[src/rtl/arith_pkg.sv]
// Shared definitions for the bit-serial arithmetic blocks.
// Latency: n/a (types and a pure combinational helper only).
// Backpressure: n/a.
//   state_t    : FSM encoding shared by serial arithmetic controllers
//   borrow_out : per-bit borrow equation of a full subtractor
package arith_pkg;

  typedef enum logic [1:0] {
    IDLE  = 2'd0,
    SHIFT = 2'd1,
    DONE  = 2'd2
  } state_t;

  // Borrow leaves the bit when b exceeds a outright, or when the bits are
  // equal and a borrow came in from the bit below.
  function automatic logic borrow_out(input logic a, input logic b, input logic br);
    return (~a & b) | (~(a ^ b) & br);
  endfunction

endpackage

[src/rtl/full_subtractor.sv]
// One-bit full subtractor: Diff = A - B - Bin, Bout = borrow to the next bit.
// Latency: combinational, zero cycles.
// Backpressure: none (pure logic).
//   A, B, Bin : minuend bit, subtrahend bit, borrow-in
//   Diff, Bout: difference bit, borrow-out
module full_subtractor
  import arith_pkg::*;
(
  input  logic A,
  input  logic B,
  input  logic Bin,
  output logic Diff,
  output logic Bout
);

  assign Diff = A ^ B ^ Bin;
  assign Bout = borrow_out(A, B, Bin);

endmodule

[src/rtl/serial_subtractor.sv]
// Bit-serial ripple-borrow subtractor: A - B - Bin, one bit per clock, LSB first.
// Latency: accept at edge k, done pulse in the cycle after edge k+WIDTH; one op per WIDTH+2 cycles.
// Backpressure: start is only sampled in IDLE; requests while busy are dropped, not queued.
//   clk, rst_n       : clock, asynchronous active-low reset
//   start, A, B, Bin : request and operands, captured together in IDLE
//   busy, done       : busy while not IDLE; done is a one-cycle result strobe
//   Diff, Bout       : last result, held until the next operation completes
module serial_subtractor
  import arith_pkg::*;
#(
  parameter int WIDTH = 4
) (
  input  logic             clk,
  input  logic             rst_n,
  input  logic             start,
  input  logic [WIDTH-1:0] A,
  input  logic [WIDTH-1:0] B,
  input  logic             Bin,
  output logic             busy,
  output logic             done,
  output logic [WIDTH-1:0] Diff,
  output logic             Bout
);

  localparam int CNT_W = $clog2(WIDTH);
  localparam logic [CNT_W-1:0] LAST_BIT = CNT_W'(WIDTH - 1);

  state_t           r_state;
  logic [WIDTH-1:0] r_a;
  logic [WIDTH-1:0] r_b;
  logic [WIDTH-1:0] r_res;
  logic             r_br;
  logic [CNT_W-1:0] r_cnt;
  logic             r_busy;
  logic             r_done;
  logic [WIDTH-1:0] r_diff;
  logic             r_bout;

  logic             w_d;
  logic             w_bout;
  logic [WIDTH-1:0] w_res_next;

  full_subtractor u_fs (
    .A    (r_a[0]),
    .B    (r_b[0]),
    .Bin  (r_br),
    .Diff (w_d),
    .Bout (w_bout)
  );

  // Result fills from the top so that after WIDTH shifts bit 0 sits at the LSB.
  assign w_res_next = {w_d, r_res[WIDTH-1:1]};

  always_ff @(posedge clk or negedge rst_n) begin
    if (!rst_n) begin
      r_state <= IDLE;
      r_a     <= '0;
      r_b     <= '0;
      r_res   <= '0;
      r_br    <= 1'b0;
      r_cnt   <= '0;
      r_busy  <= 1'b0;
      r_done  <= 1'b0;
      r_diff  <= '0;
      r_bout  <= 1'b0;
    end else begin
      case (r_state)
        IDLE: begin
          r_done <= 1'b0;
          if (start) begin
            r_a     <= A;
            r_b     <= B;
            r_br    <= Bin;
            r_res   <= '0;
            r_cnt   <= '0;
            r_busy  <= 1'b1;
            r_state <= SHIFT;
          end
        end
        SHIFT: begin
          r_a   <= r_a >> 1;
          r_b   <= r_b >> 1;
          r_res <= w_res_next;
          r_br  <= w_bout;
          if (r_cnt == LAST_BIT) begin
            // Take the last bit straight from the step logic; r_res would be a cycle late.
            r_diff  <= w_res_next;
            r_bout  <= w_bout;
            r_done  <= 1'b1;
            r_state <= DONE;
          end else begin
            r_cnt <= r_cnt + CNT_W'(1);
          end
        end
        DONE: begin
          r_done  <= 1'b0;
          r_busy  <= 1'b0;
          r_state <= IDLE;
        end
        default: begin
          r_done  <= 1'b0;
          r_busy  <= 1'b0;
          r_state <= IDLE;
        end
      endcase
    end
  end

  assign busy = r_busy;
  assign done = r_done;
  assign Diff = r_diff;
  assign Bout = r_bout;

endmodule
[config.mk]
export PLATFORM = sky130hd
export DESIGN_NAME = serial_subtractor
export DESIGN_NICKNAME = d
export VERILOG_FILES = /design/src/rtl/arith_pkg.sv /design/src/rtl/full_subtractor.sv /design/src/rtl/serial_subtractor.sv
export SDC_FILE = /design/constraint.sdc
export NUM_CORES = 1
export LEC_CHECK = 0
export ABC_AREA = 1
export CAP_MARGIN = 15
export CORE_MARGIN = 2
export CORE_UTILIZATION = 30
export CTS_CLUSTER_SIZE = 8
export DETAILED_ROUTE_END_ITERATION = 6
export GPL_ROUTABILITY_DRIVEN = 0
export GPL_TIMING_DRIVEN = 0
export PLACE_DENSITY = 0.62
export SLEW_MARGIN = 20
export SYNTH_ARGS = -nofsm -noshare
export SYNTH_HDL_FRONTEND = slang
export SYNTH_SLANG_ARGS = --single-unit
[constraint.sdc]
create_clock -name clk -period 2.45 [get_ports clk]
set_clock_uncertainty 0.2 [all_clocks]
set_input_delay 0.735 -clock clk [delete_from_list [all_inputs] [get_ports clk]]
set_output_delay 0.735 -clock clk [all_outputs]
set_load 0.05 [all_outputs]
==> impl_metrics.py <==
metrics = {
    "setup_path": {
        "slowest_stage": "clkdlybuf4s50_1",
        "critPathBufInv": 1,
        "arrival_ns": 1.45,
        "start_kind": "register",
        "cp-end-kind": "output pin",
        "path_class": "register to output pin",
        "max_stage_delay_ns": 0.81,
        "r2r_start": "r_state[1]",
        "critPathMaxFanout": 2,
        "r2r_end": "r_a[0]",
        "reg2regPathDepth": 7,
        "path_depth": 1,
        "path_cells": "clkdlybuf4s50_1",
        "reg2reg_setup_slack_ns": 1.03,
        "critPathRequiredTime_ns": 1.51,
        "cp_top_family": "buffers and inverters",
    },
    "pwr": {
        "power_frac_seq": 0.331,
        "switchingPower_uw": 910.6,
        "p_clk_frac": 0.115,
        "intPower_mw": 1.093,
        "pwr-share-comb": 0.554,
        "worst_ir_drop_vdd_uv": 691.8,
        "p_total_mw": 2.004,
        "static-leakage-power_nw": 0.7438,
        "switching_share": 0.4544,
        "powerDensity_nw_per_um2": 1364,
    },
    "clock_network": {
        "cts_buffer_depth": 2,
        "insertion_delay_ns": 0.26,
        "cts_hold_buf": 0,
        "cts_num_sinks": 23,
        "clk_pin_slew_ns": 0.08,
        "root_buffer": "clkbuf_8",
        "cts_max_level": 1,
        "cts_tree": "built",
        "cts_buffers": 3,
        "post_cts_buffers": 0,
        "cts_resized": 0,
    },
    "finish": {
        "drive_above_1_share": 0.2067,
        "final_util": 0.3924,
        "n_antenna_cell": 0,
        "multi_input_area_um2": 479.2,
        "area_growth_pct": 23.71,
        "nNetsFinal": 166,
        "nFillCells": 393,
        "ff_latch_area_um2": 575.6,
    },
    "sta": {
        "setup_viol": 0,
        "period_needed_ns": 2.385,
        "worst_slew_pin_slew_ns": 0.5179,
        "setup_tns_ns": 0,
        "maxSlewHeadroom": 0.6548,
        "rsz0062_at_grt": "false",
        "fmax_mhz": 419.3,
        "hold_viol": 0,
        "fin_crit_sh": 0.9735,
        "maxSlewViolCount": 0,
    },
    "logic_synthesis": {
        "ys_types": 19,
        "syn_area_per_cell_um2": 9.276,
        "yosys_warnings": 0,
        "seq_area_frac_synth": 0.4847,
        "synth_top_family_by_area": "simple AND/OR/NAND/NOR gates",
        "netlist_area_um2": 1187,
        "synthSimpleGateAreaFrac": 0.3045,
        "synth_fa_ha_area_frac": 0.03793,
        "synthMuxAreaShare": 0,
        "ys_ff_latch": 23,
        "synth_nets": 143,
        "syn_inst": 128,
        "yosys.area_share.xor_xnor": 0,
        "synth_compound_area_frac": 0.06112,
    },
    "flow_run": {
        "maxCapViolCount": 0,
    },
    "floorplanning": {
        "ios": 19,
        "dieArea_um2": 4477,
        "fp.dieH_um": 66.91,
        "die-width_um": 66.91,
        "core-area_um2": 3744,
        "num_rows": 22,
        "initial_core_util": 0.3172,
    },
    "route": {
        "wl_per_cell_um": 10.90,
        "drt-total-wl_um": 2158,
        "drtPass1Iterations": 4,
        "vias": 855,
        "drcViolationCount": 0,
        "viasPerCell": 4.318,
        "postRouteAntennaNets": 0,
        "drtIter0Drc": 8,
    },
    "global_route": {
        "grtUsageTotal": 0.1108,
        "grt_pass1_wl_um": 3767,
        "antenna_found_initial": 0,
        "grt_max_degree": 24,
        "grt_pass1_vias": 870,
        "grt_overflow": 0,
    },
    "min_path": {
        "hp-class": "input pin to asynchronous set/reset pin",
    },
    "run_status": {
        "outcome": "complete, no violations",
    },
    "placed_design": {
        "numPortBuffers": 18,
        "hpwl_um": 1559,
    },
}
## synth_stat cells
cell type | instances | share of area
inv_2 | 2 | 0.0063
nand2_2 | 2 | 0.011
nand3_1 | 18 | 0.076
nor2_4 | 1 | 0.0095
nand3b_1 | 1 | 0.0063
nand3_2 | 7 | 0.059
nor2_1 | 4 | 0.013
nand2_4 | 2 | 0.019
o21ai_1 | 1 | 0.0042
nand2_8 | 1 | 0.017
o21ai_2 | 6 | 0.044
nand2_1 | 30 | 0.095
dfrtp_1 | 23 | 0.48
buf_6 | 4 | 0.038
inv_1 | 19 | 0.060
clkinv_4 | 1 | 0.0074
o21ai_0 | 3 | 0.013
fa_1 | 1 | 0.017
ha_1 | 2 | 0.021
## metrics by stage
stage	cell area [um2]	cells	setup slack, ns	hold slack, ns
after floorplan	1187	128	0.9142	0.2394
after detailed placement	1428	194	0.2016	0.2683
final	1469	198	0.06497	0.2403
after CTS	1474	198	0.06811	0.2915
after global placement	1428	194	0.2285	0.2633
after global routing	1469	198	0.04200	0.2858
## cell families (layout without fill, tap and decap cells)
group	after synthesis	in the layout
simple gates	66	66
compound gates	10	10
fa+ha+maj	3	3
buf+inv	26	48
flops	23	23
## final cells by class
| class | count | share of cell area |
|---|---|---|
| well taps | 48 | 0.04089 |
| multi-input cells | 79 | 0.3262 |
| clock buffers | 3 | 0.02811 |
| clock inverters | 1 | 0.003407 |
| inverters | 22 | 0.05963 |
| repair buffers | 18 | 0.1193 |
| plain buffers | 4 | 0.03066 |
| flip-flops and latches | 23 | 0.3918 |
## cells in the final DEF (no fill, tap or decap)
master           Yosys  final
clkdlybuf4s50_1      0     17
nand2_8              1      1
inv_2                2      2
inv_1               19     19
nand2_2              2      2
nand3_1             18     18
clkbuf_8             0      3
nand3b_1             1      1
buf_2                0      1
clkinv_4             1      1
nor2_4               1      1
fa_1                 1      1
nand2_4              2      2
nor2_1               4      4
dfrtp_1             23     23
clkinv_2             0      1
o21ai_1              1      1
ha_1                 2      2
o21ai_0              3      3
nand3_2              7      7
buf_6                4      4
o21ai_2              6      6
nand2_1             30     30
## power by group through the flow
stage          sequential, mW  combinational, mW  clock [mW]
5_1_grt                 0.683               1.24       0.254
6_report                0.664               1.11       0.231
4_1_cts                 0.665               1.12       0.238
3_5_place_dp            0.673               1.12           0
2_1_floorplan           0.828              0.685           0
3_3_place_gp            0.665               1.10           0
## how the worst max path moves through the flow
stage / from / endpoint / slack (ns)
floorplan: done / done / 0.91
global placement: rst_n / Diff[0] / 0.23
detailed placement: rst_n / Diff[0] / 0.20
CTS: busy / busy / 0.07
global route: done / done / 0.04
finish: busy / busy / 0.06
## sequential cells by signal, summed over array words and instances, names as in the netlist
name	cells
r_res	3
Bout	1
done	1
r_br	1
r_cnt	2
Diff	4
busy	1
r_a	4
r_state	2
r_b	4
## layer usage
metal	GRT usage	part of all wire	up-vias
met3	0.02872	0.042	2
met1	0.1481	0.49	393
met2	0.1750	0.46	12
li1	-	-	448
met5	0	0	-
met4	0.03316	0.0060	0
Note: power is estimated with default switching activity, not from simulation.
